===== src/rtl/dma_master_if.sv =====
// AXI-style master bus of dma_master: read address/data and write address/data/response channels.
// Every channel moves a beat on a rising edge where its VALID and READY are both high; VALID never waits on READY.
interface dma_master_if;
  logic [3:0]  M_ARID;
  logic [31:0] M_ARAddr;
  logic [3:0]  M_ARLen;
  logic [2:0]  M_ARSize;
  logic [1:0]  M_ARBurst;
  logic        M_ARValid;
  logic        M_ARReady;

  logic [3:0]  M_RID;
  logic [31:0] M_RData;
  logic [1:0]  M_RResp;
  logic        M_RLast;
  logic        M_RValid;
  logic        M_RReady;

  logic [3:0]  M_AWID;
  logic [31:0] M_AWAddr;
  logic [3:0]  M_AWLen;
  logic [2:0]  M_AWSize;
  logic [1:0]  M_AWBurst;
  logic        M_AWValid;
  logic        M_AWReady;

  logic [31:0] M_WData;
  logic [3:0]  M_WStrb;
  logic        M_WLast;
  logic        M_WValid;
  logic        M_WReady;

  logic [3:0]  M_BID;
  logic [1:0]  M_BResp;
  logic        M_BValid;
  logic        M_BReady;

  modport master (
    output M_ARID, M_ARAddr, M_ARLen, M_ARSize, M_ARBurst, M_ARValid,
    input  M_ARReady,
    input  M_RID, M_RData, M_RResp, M_RLast, M_RValid,
    output M_RReady,
    output M_AWID, M_AWAddr, M_AWLen, M_AWSize, M_AWBurst, M_AWValid,
    input  M_AWReady,
    output M_WData, M_WStrb, M_WLast, M_WValid,
    input  M_WReady,
    input  M_BID, M_BResp, M_BValid,
    output M_BReady
  );

  modport slave (
    input  M_ARID, M_ARAddr, M_ARLen, M_ARSize, M_ARBurst, M_ARValid,
    output M_ARReady,
    output M_RID, M_RData, M_RResp, M_RLast, M_RValid,
    input  M_RReady,
    input  M_AWID, M_AWAddr, M_AWLen, M_AWSize, M_AWBurst, M_AWValid,
    output M_AWReady,
    input  M_WData, M_WStrb, M_WLast, M_WValid,
    output M_WReady,
    output M_BID, M_BResp, M_BValid,
    input  M_BReady
  );
endinterface


===== src/rtl/dma_master.sv =====
// Memory-to-memory DMA: reads up to MAX_BURST words into a local buffer, then writes them out, chunk by chunk.
// Optional DMA_RESP_CHECK_EN: sticky DMA_err on bad RResp/BResp, aborting the transfer to DONE.
module dma_master #(
  parameter logic [3:0] DMA_ID    = 4'd0,
  parameter int         MAX_BURST = 16
) (
  input  logic        clk,
  input  logic        rst,
  input  logic        DMAEN,
  input  logic [31:0] DMASRC,
  input  logic [31:0] DMADST,
  input  logic [31:0] DMALEN,
  output logic        DMA_done,
  output logic        DMA_err,
  output logic [2:0]  dbg_state,
  dma_master_if.master m
);

  typedef enum logic [2:0] {
    IDLE  = 3'd0,
    RADDR = 3'd1,
    RDATA = 3'd2,
    WADDR = 3'd3,
    WDATA = 3'd4,
    WRESP = 3'd5,
    DONE  = 3'd6
  } state_t;

  state_t      state, state_nxt;
  logic [31:0] src, dst, remaining;
  logic [4:0]  cnt;
  logic        err_q;
  logic [31:0] data_buf [16];

  logic [4:0]  chunk;
  logic [3:0]  len_m1;
  logic        w_last;
  logic        r_bad, b_bad;
  logic        unused_ok;

  always_comb begin
    chunk  = (remaining > 32'(MAX_BURST)) ? 5'(MAX_BURST) : remaining[4:0];
    len_m1 = 4'(chunk - 5'd1);
    w_last = (cnt == chunk - 5'd1);
  end

`ifdef DMA_RESP_CHECK_EN
  assign r_bad     = (m.M_RResp != 2'b00);
  assign b_bad     = (m.M_BResp != 2'b00);
  assign unused_ok = ^{m.M_RID, m.M_BID, DMASRC[1:0], DMADST[1:0]};
`else
  assign r_bad     = 1'b0;
  assign b_bad     = 1'b0;
  assign unused_ok = ^{m.M_RID, m.M_BID, DMASRC[1:0], DMADST[1:0], m.M_RResp, m.M_BResp};
`endif

  always_ff @(posedge clk) begin
    if (rst) state <= IDLE;
    else     state <= state_nxt;
  end

  always_comb begin
    state_nxt   = state;
    m.M_ARID    = DMA_ID;
    m.M_ARAddr  = 32'd0;
    m.M_ARLen   = 4'd0;
    m.M_ARSize  = 3'b000;
    m.M_ARBurst = 2'b00;
    m.M_ARValid = 1'b0;
    m.M_RReady  = 1'b0;
    m.M_AWID    = DMA_ID;
    m.M_AWAddr  = 32'd0;
    m.M_AWLen   = 4'd0;
    m.M_AWSize  = 3'b000;
    m.M_AWBurst = 2'b00;
    m.M_AWValid = 1'b0;
    m.M_WData   = 32'd0;
    m.M_WStrb   = 4'h0;
    m.M_WLast   = 1'b0;
    m.M_WValid  = 1'b0;
    m.M_BReady  = 1'b0;
    DMA_done    = 1'b0;
    case (state)
      IDLE: begin
        if (DMAEN) state_nxt = (DMALEN != 32'd0) ? RADDR : DONE;
      end
      RADDR: begin
        m.M_ARValid = 1'b1;
        m.M_ARAddr  = src;
        m.M_ARLen   = len_m1;
        m.M_ARSize  = 3'b010;
        m.M_ARBurst = 2'b01;
        if (m.M_ARReady) state_nxt = RDATA;
      end
      RDATA: begin
        m.M_RReady = 1'b1;
        // A bad response still drains the burst; the write side is skipped afterwards.
        if (m.M_RValid && m.M_RLast) state_nxt = (err_q || r_bad) ? DONE : WADDR;
      end
      WADDR: begin
        m.M_AWValid = 1'b1;
        m.M_AWAddr  = dst;
        m.M_AWLen   = len_m1;
        m.M_AWSize  = 3'b010;
        m.M_AWBurst = 2'b01;
        if (m.M_AWReady) state_nxt = WDATA;
      end
      WDATA: begin
        m.M_WValid = 1'b1;
        m.M_WData  = data_buf[cnt[3:0]];
        m.M_WStrb  = 4'hF;
        m.M_WLast  = w_last;
        if (m.M_WReady && w_last) state_nxt = WRESP;
      end
      WRESP: begin
        m.M_BReady = 1'b1;
        if (m.M_BValid) begin
          if (b_bad || remaining == {27'd0, chunk}) state_nxt = DONE;
          else                                      state_nxt = RADDR;
        end
      end
      DONE: begin
        DMA_done = 1'b1;
        if (!DMAEN) state_nxt = IDLE;
      end
      default: state_nxt = IDLE;
    endcase
  end

  always_ff @(posedge clk) begin
    if (rst) begin
      src       <= 32'd0;
      dst       <= 32'd0;
      remaining <= 32'd0;
      cnt       <= 5'd0;
      err_q     <= 1'b0;
    end else begin
      case (state)
        IDLE: begin
          if (DMAEN) begin
            src       <= {DMASRC[31:2], 2'b00};
            dst       <= {DMADST[31:2], 2'b00};
            remaining <= DMALEN;
            cnt       <= 5'd0;
            if (DMALEN != 32'd0) err_q <= 1'b0;
          end
        end
        RDATA: begin
          if (m.M_RValid) begin
            if (r_bad) err_q <= 1'b1;
            // Beats beyond the chunk are absorbed; cnt saturates so it never wraps into the buffer.
            if (m.M_RLast)          cnt <= 5'd0;
            else if (cnt != 5'd16)  cnt <= cnt + 5'd1;
          end
        end
        WDATA: begin
          if (m.M_WReady) cnt <= w_last ? 5'd0 : cnt + 5'd1;
        end
        WRESP: begin
          if (m.M_BValid) begin
            if (b_bad) err_q <= 1'b1;
            src       <= src + {25'd0, chunk, 2'b00};
            dst       <= dst + {25'd0, chunk, 2'b00};
            remaining <= remaining - {27'd0, chunk};
          end
        end
        default: ;
      endcase
    end
  end

  always_ff @(posedge clk) begin
    if (state == RDATA && m.M_RValid && cnt < chunk) data_buf[cnt[3:0]] <= m.M_RData;
  end

  assign DMA_err   = err_q;
  assign dbg_state = state;

endmodule


===== src/flat_wrapper.sv =====
// flat-port wrapper written by rule: the top's interface ports become plain ports
module dma_master_flat 
#(
  parameter logic [3:0] DMA_ID    = 4'd0,
  parameter int         MAX_BURST = 16
)
  (clk, rst, DMAEN, DMASRC, DMADST, DMALEN, DMA_done, DMA_err, dbg_state, m_M_ARID, m_M_ARAddr, m_M_ARLen, m_M_ARSize, m_M_ARBurst, m_M_ARValid, m_M_ARReady, m_M_RID, m_M_RData, m_M_RResp, m_M_RLast, m_M_RValid, m_M_RReady, m_M_AWID, m_M_AWAddr, m_M_AWLen, m_M_AWSize, m_M_AWBurst, m_M_AWValid, m_M_AWReady, m_M_WData, m_M_WStrb, m_M_WLast, m_M_WValid, m_M_WReady, m_M_BID, m_M_BResp, m_M_BValid, m_M_BReady);
  dma_master_if m_i ();
  input  logic clk;
  input  logic rst;
  input  logic DMAEN;
  input  logic [31:0] DMASRC;
  input  logic [31:0] DMADST;
  input  logic [31:0] DMALEN;
  output logic DMA_done;
  output logic DMA_err;
  output logic [2:0] dbg_state;
  output wire logic [$bits(m_i.M_ARID)-1:0] m_M_ARID;
  output wire logic [$bits(m_i.M_ARAddr)-1:0] m_M_ARAddr;
  output wire logic [$bits(m_i.M_ARLen)-1:0] m_M_ARLen;
  output wire logic [$bits(m_i.M_ARSize)-1:0] m_M_ARSize;
  output wire logic [$bits(m_i.M_ARBurst)-1:0] m_M_ARBurst;
  output wire logic [$bits(m_i.M_ARValid)-1:0] m_M_ARValid;
  input wire logic [$bits(m_i.M_ARReady)-1:0] m_M_ARReady;
  input wire logic [$bits(m_i.M_RID)-1:0] m_M_RID;
  input wire logic [$bits(m_i.M_RData)-1:0] m_M_RData;
  input wire logic [$bits(m_i.M_RResp)-1:0] m_M_RResp;
  input wire logic [$bits(m_i.M_RLast)-1:0] m_M_RLast;
  input wire logic [$bits(m_i.M_RValid)-1:0] m_M_RValid;
  output wire logic [$bits(m_i.M_RReady)-1:0] m_M_RReady;
  output wire logic [$bits(m_i.M_AWID)-1:0] m_M_AWID;
  output wire logic [$bits(m_i.M_AWAddr)-1:0] m_M_AWAddr;
  output wire logic [$bits(m_i.M_AWLen)-1:0] m_M_AWLen;
  output wire logic [$bits(m_i.M_AWSize)-1:0] m_M_AWSize;
  output wire logic [$bits(m_i.M_AWBurst)-1:0] m_M_AWBurst;
  output wire logic [$bits(m_i.M_AWValid)-1:0] m_M_AWValid;
  input wire logic [$bits(m_i.M_AWReady)-1:0] m_M_AWReady;
  output wire logic [$bits(m_i.M_WData)-1:0] m_M_WData;
  output wire logic [$bits(m_i.M_WStrb)-1:0] m_M_WStrb;
  output wire logic [$bits(m_i.M_WLast)-1:0] m_M_WLast;
  output wire logic [$bits(m_i.M_WValid)-1:0] m_M_WValid;
  input wire logic [$bits(m_i.M_WReady)-1:0] m_M_WReady;
  input wire logic [$bits(m_i.M_BID)-1:0] m_M_BID;
  input wire logic [$bits(m_i.M_BResp)-1:0] m_M_BResp;
  input wire logic [$bits(m_i.M_BValid)-1:0] m_M_BValid;
  output wire logic [$bits(m_i.M_BReady)-1:0] m_M_BReady;
  assign m_M_ARID = m_i.M_ARID;
  assign m_M_ARAddr = m_i.M_ARAddr;
  assign m_M_ARLen = m_i.M_ARLen;
  assign m_M_ARSize = m_i.M_ARSize;
  assign m_M_ARBurst = m_i.M_ARBurst;
  assign m_M_ARValid = m_i.M_ARValid;
  assign m_i.M_ARReady = m_M_ARReady;
  assign m_i.M_RID = m_M_RID;
  assign m_i.M_RData = m_M_RData;
  assign m_i.M_RResp = m_M_RResp;
  assign m_i.M_RLast = m_M_RLast;
  assign m_i.M_RValid = m_M_RValid;
  assign m_M_RReady = m_i.M_RReady;
  assign m_M_AWID = m_i.M_AWID;
  assign m_M_AWAddr = m_i.M_AWAddr;
  assign m_M_AWLen = m_i.M_AWLen;
  assign m_M_AWSize = m_i.M_AWSize;
  assign m_M_AWBurst = m_i.M_AWBurst;
  assign m_M_AWValid = m_i.M_AWValid;
  assign m_i.M_AWReady = m_M_AWReady;
  assign m_M_WData = m_i.M_WData;
  assign m_M_WStrb = m_i.M_WStrb;
  assign m_M_WLast = m_i.M_WLast;
  assign m_M_WValid = m_i.M_WValid;
  assign m_i.M_WReady = m_M_WReady;
  assign m_i.M_BID = m_M_BID;
  assign m_i.M_BResp = m_M_BResp;
  assign m_i.M_BValid = m_M_BValid;
  assign m_M_BReady = m_i.M_BReady;
  dma_master #(.DMA_ID(DMA_ID), .MAX_BURST(MAX_BURST)) u_core (.clk(clk), .rst(rst), .DMAEN(DMAEN), .DMASRC(DMASRC), .DMADST(DMADST), .DMALEN(DMALEN), .DMA_done(DMA_done), .DMA_err(DMA_err), .dbg_state(dbg_state), .m(m_i));
endmodule

===== config.mk =====
export PLATFORM = sky130hd
export DESIGN_NAME = dma_master_flat
export DESIGN_NICKNAME = d
export VERILOG_FILES = /design/src/rtl/dma_master_if.sv /design/src/rtl/dma_master.sv /design/src/flat_wrapper.sv
export SDC_FILE = /design/constraint.sdc
export NUM_CORES = 1
export LEC_CHECK = 0
export BUFFER_PORTS_ARGS = -buffer_cell sky130_fd_sc_hd__buf_2
export CAP_MARGIN = 30
export CELL_PAD_IN_SITES_DETAIL_PLACEMENT = 0
export CELL_PAD_IN_SITES_GLOBAL_PLACEMENT = 2
export CORE_ASPECT_RATIO = 1.75
export CORE_UTILIZATION = 45
export CTS_CLUSTER_SIZE = 16
export DETAILED_ROUTE_END_ITERATION = 10
export PLACE_DENSITY = 0.84
export SLEW_MARGIN = 20
export SYNTH_ARGS = -nofsm -noshare
export SYNTH_HDL_FRONTEND = slang
export SYNTH_SLANG_ARGS = --single-unit

===== constraint.sdc =====
create_clock -name clk -period 14.3 [get_ports clk]
set_input_delay 4.29 -clock clk [delete_from_list [all_inputs] [get_ports clk]]
set_output_delay 4.29 -clock clk [all_outputs]
set_load 0.005 [all_outputs]

* Word-level counts from Yosys, hierarchy flattened *
Memories as Yosys holds them, arrays and structs flattened. A register that Yosys moved wholly into a read port is not among the register bits.
Cells that the tools add are included.

word-level totals
  bits in registers = 104
  output and inout bits = 137
  word-level logic and storage cells = 91
  memories = 1
  bits in writable memories = 512

memory list
  name             depth  bits a word  read ports  clocked after memory_dff  write ports  RTL line          RTL
  u_core.data_buf  16     32           1           1                         1            dma_master.sv:33  logic [31:0] data_buf [16];

operators by class
  add/subtract/negate cells = 5
  magnitude comparators = 2
  eq/ne operators = 19
  reductions and logical operators = 11
  multiplexer cells = 48

operators by type and width
  cell                   count
  $mux W32               9
  $pmux W32 S2           3
  $add A32 B7 Y32        2
  $mux W5                7
  $eq A32 B5 Y1          1
  $gt A32 B5 Y1 const B  1
  $reduce_bool A32 Y1    1
  $sub A32 B5 Y32        1
  $mux W3                9
  $pmux W3 S7            1
  $mux W4                5
  $pmux W5 S3            1
  $ne A2 B2 Y1 const B   7
  $mux W1                11
  $eq A3 B3 Y1 const B   3
  $reduce_and A7 Y1      1
  $eq A3 B2 Y1 const B   2
  $add A5 B1 Y5 const B  1
  $eq A5 B5 Y1           1
  $lt A5 B5 Y1           1
  $ne A5 B5 Y1 const B   1
  $reduce_and A5 Y1      1
  $sub A5 B1 Y5 const B  1
  $logic_and A1 B1 Y1    4
  8 further kinds        10

* Logic depth before layout (Yosys ltp) *
Gate-level depths: netlist (run 1).

  word-level depth = 9
  gate-level depth with buffers = 19

* Worst setup path before layout (run 1) *
OpenSTA, ideal clock, no wires.

  path kind = flip-flop to output port
  start = reg u_core.remaining[19]
  end = out m_M_WLast
  arrival time = 3.656 ns
  cell stages (with the launch flop) = 14
  slack = 6.354 ns
  required time = 10.010 ns
  cell sequence = dfxtp_1 > buf_6 > or4_4 > or4_1 > buf_2 > clkbuf_1 > nor3_1 > clkbuf_1 > nand2_1 > ha_1 > xnor2_1 > xnor2_1 > or4_4 > nor3_1

on the way
  word-level cells in the longest chain between the ends = 5

RTL lines
  element                 RTL line            RTL
  start, declared         dma_master.sv:30    logic [31:0] src, dst, remaining;
  start signal, assigned  dma_master.sv:164   remaining <= remaining - {27'd0, chunk};
  $gt A32 B5 Y1           dma_master.sv:42    chunk = (remaining > 32'(MAX_BURST)) ? 5'(MAX_BURST) : remaining[4:0];
  $mux W5                 dma_master.sv:42
  $sub A5 B1 Y5           -
  $eq A5 B5 Y1            dma_master.sv:44    w_last = (cnt == chunk - 5'd1);
  $mux W1                 dma_master.sv:83    case (state)
  end, declared           flat_wrapper.sv:40  output wire logic [$bits(m_i.M_WLast)-1:0] m_M_WLast;

No other way between the ends.

* Worst setup path in the final report (run 1) *
Ends and elaborated chain as after synthesis.

==> summary.txt, run 1 <==
post-CTS sizing = 0
CTS Hold Bufs = 0
FF-to-FF End = u_core.data_buf[10][11]
postcts setup bufs = 0
area occupied by multi-input gates = 0.00898 mm²
Routed Antenna Nets = 0
switch share = 0.276
Worst-Skew Late Latency = 610 ps
IO Count = 286
Clk network pwr share = 0.351
hold_sp = u_core.remaining[18]
GPL Wtd Cong = 0.821
DR WL/cell = 24.7 µm
H-Tree Depth = 2
crit-path max FO = 14
fraction of layout cells with a size suffix above 1 = 0.275
Setup TNS = 0 ps
total track usage = 0.229
Max IR drop VDD = 0.110 mV
Max Transition Viols Final = 0
Cell Area, Synth = 0.0270 mm²
CP Class = reg -> out
Die Span Y = 326 µm
first-pass GRT wire length = 105000 µm
Clock Skews = 21.8 ps
die width = 187 µm
initial antenna violation count = 10
Final Cycle Share = 0.615
Critical Path Start = u_core.remaining[19]
RSZ-0062 raised after global routing = no
HPWL Detailed = 42600 µm
Hold Crit Class = reg -> reg
drt drc = 0
R2R Path Start = u_core.remaining[19]
crit path DAT = 4510 ps
FMAX = 114 MHz
Layout Utilization = 0.524
worst reg2reg setup slack = 8810 ps
Initial DRC Count = 1446
Relative slew margins = 0.303
Cell Pwr Density = 141 mW/mm²
largest net degree at the start of global routing = 140
Pre-Repair DR Iteration Count = 5
Gate power share = 0.162
synth-to-layout area growth = 14.7%
max_cap viols = 0
TritonCTS clock tree = done
Sequential Area = 0.0175 mm²
FF+latch count, synth = 616
num rows = 118
core area = 0.0592 mm²
clock-pin slew on the worst setup and hold paths = 60 ps
slowest cell on the critical path = or4_1
Critical Path RT = 10010 ps
Synth cell types = 72
overall routed net length = 70600 µm
Post-synth top flop = edfxtp_1
Hold Vio Cnt, Final = 0
Mapped Avg Cell Area = 14.8 µm²
Port Buf Inserts = 250
setup violators final = 0
Flop pwr share = 0.486
clk sink count = 616
Post-DP Area = 0.0291 mm²
post-synthesis instance total = 1822
Clock Tree Buf Depth = 3
CTS Buf Count = 54
EDFF count, synth = 512
root buf cell = clkbuf_16
Die ar. = 0.0611 mm²
initial core utilization = 0.457
Int Pwr = 3.16 mW
worst hold path endpoint = u_core.remaining[18]
GR Overflow Total = 0
r2r worst-path depth = 15
fin crit period = 8800 ps
Leak Pwr = 10.4 nW
WHS Path Cells = 2
status = complete, no violations
vias in the first global route = 17100
pin slew with the least headroom to its limit = 1050 ps
Yosys Warn Count = 0
switching power = 1.21 mW
Post-synth ARST share = 0
crit path cell chain = or4_4, or4_1, nor3_1, buf_4, nand2_1, ha_1, xnor2_1, xnor2_1, or4_4, nor3_1, buf_2
register area share after synthesis = 0.646
final non-filler cell area = 0.0310 mm²
final net count = 2207
Fillers = 4907
Crit path largest cell delay = 800 ps
via/cell ratio = 5.88
startpoint types = flop
CP endpoint kind = output pin
vias = 16800
[flip-flops by register name, indices dropped and copies added, names as in the netlist, named ones only]
name,count
u_core.src,30
u_core.dbg_state,3
u_core.remaining,32
u_core.dst,30
u_core.cnt,5
u_core.data_buf,512
[worst max-delay path: cells and delay by family (launching register included)]
| kind | cells | cell delay (ps) |
|---|---|---|
| simple gates | 6 | 2520 |
| buf+inv | 2 | 400 |
| flops | 1 | 390 |
| xor+xnor | 2 | 300 |
| fa+ha+maj | 1 | 300 |
[metrics by stage]
step / power (mW) / setup slack [ps] / instances / hold slack [ps]
after global placement: 2.86 / 6130 / 2755 / 456
after floorplan: 2.62 / 6350 / 1840 / 444
after detailed placement: 2.88 / 6090 / 2758 / 461
after CTS: 4.41 / 5430 / 2857 / 468
final: 4.37 / 5500 / 2861 / 466
after global routing: 4.55 / 5300 / 2858 / 516
[worst max-delay path by stage]
| stage | to | slack, ps | depth (start not counted) |
|---|---|---|---|
| after global routing | m_M_WLast | 5300 | 11 |
| after floorplan | m_M_WLast | 6350 | 13 |
| after global placement | m_M_WLast | 6130 | 10 |
| final | m_M_WLast | 5500 | 11 |
| after detailed placement | m_M_WLast | 6090 | 10 |
| after CTS | m_M_WLast | 5430 | 10 |
[per-layer routing]
metal / vias to the layer above / wire, µm / track usage
met5: - / 80 / 0
li1: 7550 / - / -
met3: 111 / 4000 / 0.0369
met4: 14 / 2170 / 0.0782
met2: 551 / 38400 / 0.429
met1: 8599 / 25900 / 0.262
[cells in the mapped netlist (11+ instances only)]
cell	number	share of area
a211oi_1	30	0.0083
a21o_1	12	0.0033
a21oi_1	76	0.014
a22oi_1	14	0.0039
a311oi_1	17	0.0055
a31oi_1	13	0.0030
and2_1	92	0.021
and3_1	11	0.0025
buf_1	15	0.0021
buf_4	27	0.0075
clkbuf_1	104	0.014
dfxtp_1	104	0.077
edfxtp_1	512	0.57
ha_1	21	0.0097
inv_1	34	0.0047
mux4_2	160	0.13
nand2_1	100	0.014
nand3_1	33	0.0061
nor2_1	125	0.017
nor3_1	40	0.0074
nor4_1	26	0.0060
o21ai_0	58	0.011
o22ai_1	24	0.0056
o31ai_1	19	0.0053
xnor2_1	14	0.0045
[power groups by stage]
stage / Combinational (mW) / Sequential, mW / Clock, mW
floorplan: 0.505 / 2.12 / 0
global placement: 0.700 / 2.16 / 0
detailed placement: 0.714 / 2.16 / 0
CTS: 0.717 / 2.13 / 1.57
global route: 0.782 / 2.14 / 1.63
finish: 0.710 / 2.13 / 1.54
[placed cells by master, fill, tap and decap left out, drive strengths merged, types with 6 or more instances in the layout]
cell / n
a211oi: 30
a21o: 12
a21oi: 76
a22o: 7
a22oi: 14
a311oi: 17
a31oi: 13
and2: 92
and3: 11
buf: 286
bufinv: 8
clkbuf: 64
clkinv: 19
clkinvlp: 6
conb: 20
dfxtp: 104
edfxtp: 512
ha: 21
inv: 38
mux2i: 8
mux4: 160
nand2: 100
nand2b: 7
nand3: 33
nand4: 9
nor2: 125
nor3: 40
nor4: 28
o21ai: 59
o22ai: 24
o31ai: 19
o41ai: 9
or2: 6
or3: 9
or4: 9
xnor2: 14
[cells by family after synthesis]
kind of cell	synth area share
AO/OA/AOI/OAI	0.0793
XOR/XNOR	0.00518
adder cells (fa/ha/maj)	0.0112
buffers and inverters	0.0295
flip-flops	0.646
multiplexers	0.137
other	0.000278
AND/OR/NAND/NOR	0.0922
[layout make-up]
cell class	instances	area share
flip-flops and latches	616	0.563
multi-input cells	1041	0.290
repair buffers	287	0.0508
clock buffers	63	0.0454
well taps	780	0.0315
clock inverters	36	0.0149
inverters	35	0.00428
diodes	3	0.000242
Power figures use the tool's default switching activity.
==> inputs of run 2 (changes only) <==
--- a/config.mk
+++ b/config.mk
@@ -10,10 +10,10 @@
 export CELL_PAD_IN_SITES_DETAIL_PLACEMENT = 0
 export CELL_PAD_IN_SITES_GLOBAL_PLACEMENT = 2
 export CORE_ASPECT_RATIO = 1.75
-export CORE_UTILIZATION = 45
+export CORE_UTILIZATION = 42
 export CTS_CLUSTER_SIZE = 16
 export DETAILED_ROUTE_END_ITERATION = 10
-export PLACE_DENSITY = 0.84
+export PLACE_DENSITY = 0.79
 export SLEW_MARGIN = 20
 export SYNTH_ARGS = -nofsm -noshare
 export SYNTH_HDL_FRONTEND = slang
==> constraint.sdc (replaced) <==
create_clock -name clk -period 8.3 [get_ports clk]
set_input_delay 2.49 -clock clk [delete_from_list [all_inputs] [get_ports clk]]
set_output_delay 2.49 -clock clk [all_outputs]
set_load 0.005 [all_outputs]
==> run 2 against run 1 <==
Compared with the run above: first-iteration DRC count fell by 5.2%; highest routed layer unchanged; flip-flop and latch count is the same; register-to-register slack worse by 6100 ps; worst setup slack got worse by 4200 ps.
==> summary.txt, run 2 (synthesis gave the netlist of run 1 again) <==
crit path cell chain = or4_4, or4_1, nor3_1, buf_4, nand2_1, ha_1, xnor2_1, xnor2_1, or4_4, nor3_1, buf_2 (unchanged)
Critical Path RT = 5810 ps (was 10010 ps)
postcts setup bufs = 0 (unchanged)
fraction of layout cells with a size suffix above 1 = 0.278 (was 0.275)
R2R Path Start = u_core.remaining[19] (unchanged)
final net count = 2214 (was 2207)
DR WL/cell = 24.8 µm (was 24.7 µm)
drt drc = 0 (unchanged)
CP endpoint kind = output pin (unchanged)
Port Buf Inserts = 250 (unchanged)
delay-heaviest family, CP = simple AND/OR/NAND/NOR gates (unchanged)
Worst-Skew Late Latency = 630 ps (was 610 ps)
root buf cell = clkbuf_16 (unchanged)
Crit path largest cell delay = 810 ps (was 800 ps)
die width = 194 µm (was 187 µm)
vias = 16900 (was 16800)
Leak Pwr = 10.5 nW (was 10.4 nW)
Initial DRC Count = 1371 (was 1446)
Max Transition Viols Final = 0 (unchanged)
setup violators final = 0 (unchanged)
CTS Hold Bufs = 0 (unchanged)
Relative slew margins = 0.344 (was 0.303)
commonest non-fill, non-tap cells in the layout = edfxtp_1, buf_2, mux4_2 (unchanged)
Setup TNS = 0 ps (unchanged)
commonest non-fill, non-tap cell in the layout = edfxtp_1 (unchanged)
slowest cell on the critical path = or4_1 (unchanged)
Max IR drop VDD = 0.161 mV (was 0.110 mV)
initial antenna violation count = 11 (was 10)
Routed Antenna Nets = 0 (unchanged)
IO Count = 286 (unchanged)
vias in the first global route = 17100 (about the same)
initial core utilization = 0.426 (was 0.457)
core area = 0.0635 mm² (was 0.0592 mm²)
Post-DP Area = 0.0292 mm² (was 0.0291 mm²)
pin slew with the least headroom to its limit = 971 ps (was 1050 ps)
hold_sp = u_core.src[4] (was u_core.remaining[18])
RSZ-0062 raised after global routing = no (unchanged)
HPWL Detailed = 43800 µm (was 42600 µm)
Cell Pwr Density = 246 mW/mm² (was 141 mW/mm²)
Clock Tree Buf Depth = 3 (unchanged)
FMAX = 142 MHz
Total Power = 7.68 mW (was 4.37 mW)
clk sink count = 616 (unchanged)
fin crit period = 7040 ps
H-Tree Depth = 2 (unchanged)
Hold Crit Class = reg -> reg (unchanged)
Pre-Repair DR Iteration Count = 5 (unchanged)
clock-pin slew on the worst setup and hold paths = 70 ps (was 60 ps)
num rows = 122 (was 118)
CP Class = reg -> out (unchanged)
CTS Buf Count = 55 (was 54)
Critical Path Start = u_core.remaining[19] (unchanged)
status = complete, no violations (unchanged)
Die ar. = 0.0654 mm² (was 0.0611 mm²)
largest net degree at the start of global routing = 85 (was 140)
Clock Skews = 26.2 ps (was 21.8 ps)
crit path DAT = 4550 ps (was 4510 ps)
TritonCTS clock tree = done (unchanged)
total track usage = 0.221 (was 0.229)
Final Cycle Share = 0.848
startpoint types = flop (unchanged)
Hold Worst Slack = 476 ps (was 466 ps)
Hold Vio Cnt, Final = 0 (unchanged)
overall routed net length = 72000 µm (was 70600 µm)
post-CTS sizing = 0 (unchanged)
CP Buf/Inv Count = 2 (unchanged)
synth-to-layout area growth = 15.4% (was 14.7%)
GPL Wtd Cong = 0.800 (was 0.821)
final non-filler cell area = 0.0312 mm² (was 0.0310 mm²)
max_cap viols = 0 (unchanged)
Die Span Y = 338 µm (was 326 µm)
Largest register FFs = 512 (unchanged)
first-pass GRT wire length = 108000 µm (was 105000 µm)
via/cell ratio = 5.82 (was 5.88)
GR Overflow Total = 0 (unchanged)
crit-path max FO = 14 (unchanged)
run 2: final cells by class:
type                            instances  area [µm²]
Antenna cell                            5        12.5
Clock buffer                           61        1420
Clock inverter                         41         556
Fill cell                            5400       32300
Inverter                               35         133
Multi-Input combinational cell       1041        8980
Sequential cell                       616       17500
Tap cell                              806        1010
Timing Repair Buffer                  293        1610
run 2: metrics by stage:
step | cells | util | worst slack, ps
final | 2898 | 0.491 | 1260
after global routing | 2896 | 0.491 | 1030
after CTS | 2892 | 0.491 | 1230
after detailed placement | 2790 | 0.460 | 1910
after global placement | 2786 | 0.459 | 1890
after floorplan | 1840 | - | 2150
run 2: final timing paths:
| kind | to | slack [ps] | cells after the start |
|---|---|---|---|
| setup / recovery | m_M_WLast | 1260 | 11 |
| hold reg to reg | u_core.src[4] | 480 | 2 |
| hold / removal | u_core.src[4] | 480 | 2 |
| setup reg to reg | u_core.data_buf[7][6] | 2750 | 14 |
run 2: power by group:
group	total (mW)	leakage [nW]	internal (mW)	switching (mW)
clock	2.78	0.961	1.59	1.18
sequential	3.67	5.46	3.49	0.176
combinational	1.24	4.08	0.483	0.753
run 2: routing by layer:
metal,global-route usage,wire (µm),vias up,share of wire
met5,0,71,-,0.00099
met1,0.251,26800,8563,0.37
met3,0.0377,4290,120,0.060
met4,0.0793,1950,12,0.027
li1,-,-,7582,-
met2,0.414,38900,602,0.54
run 2: worst register-to-register path: stages (launching register included):
cell and delay (ps):
dfxtp_1 380, or4_4 600, or4_1 810, nor3_1 290
buf_4 220, nand2_1 120, ha_1 290, nor2b_1 130
o21a_1 160, o21a_1 160, o21ai_0 150, nand4b_1 200
or3b_2 620, nor2_4 550, buf_4 490
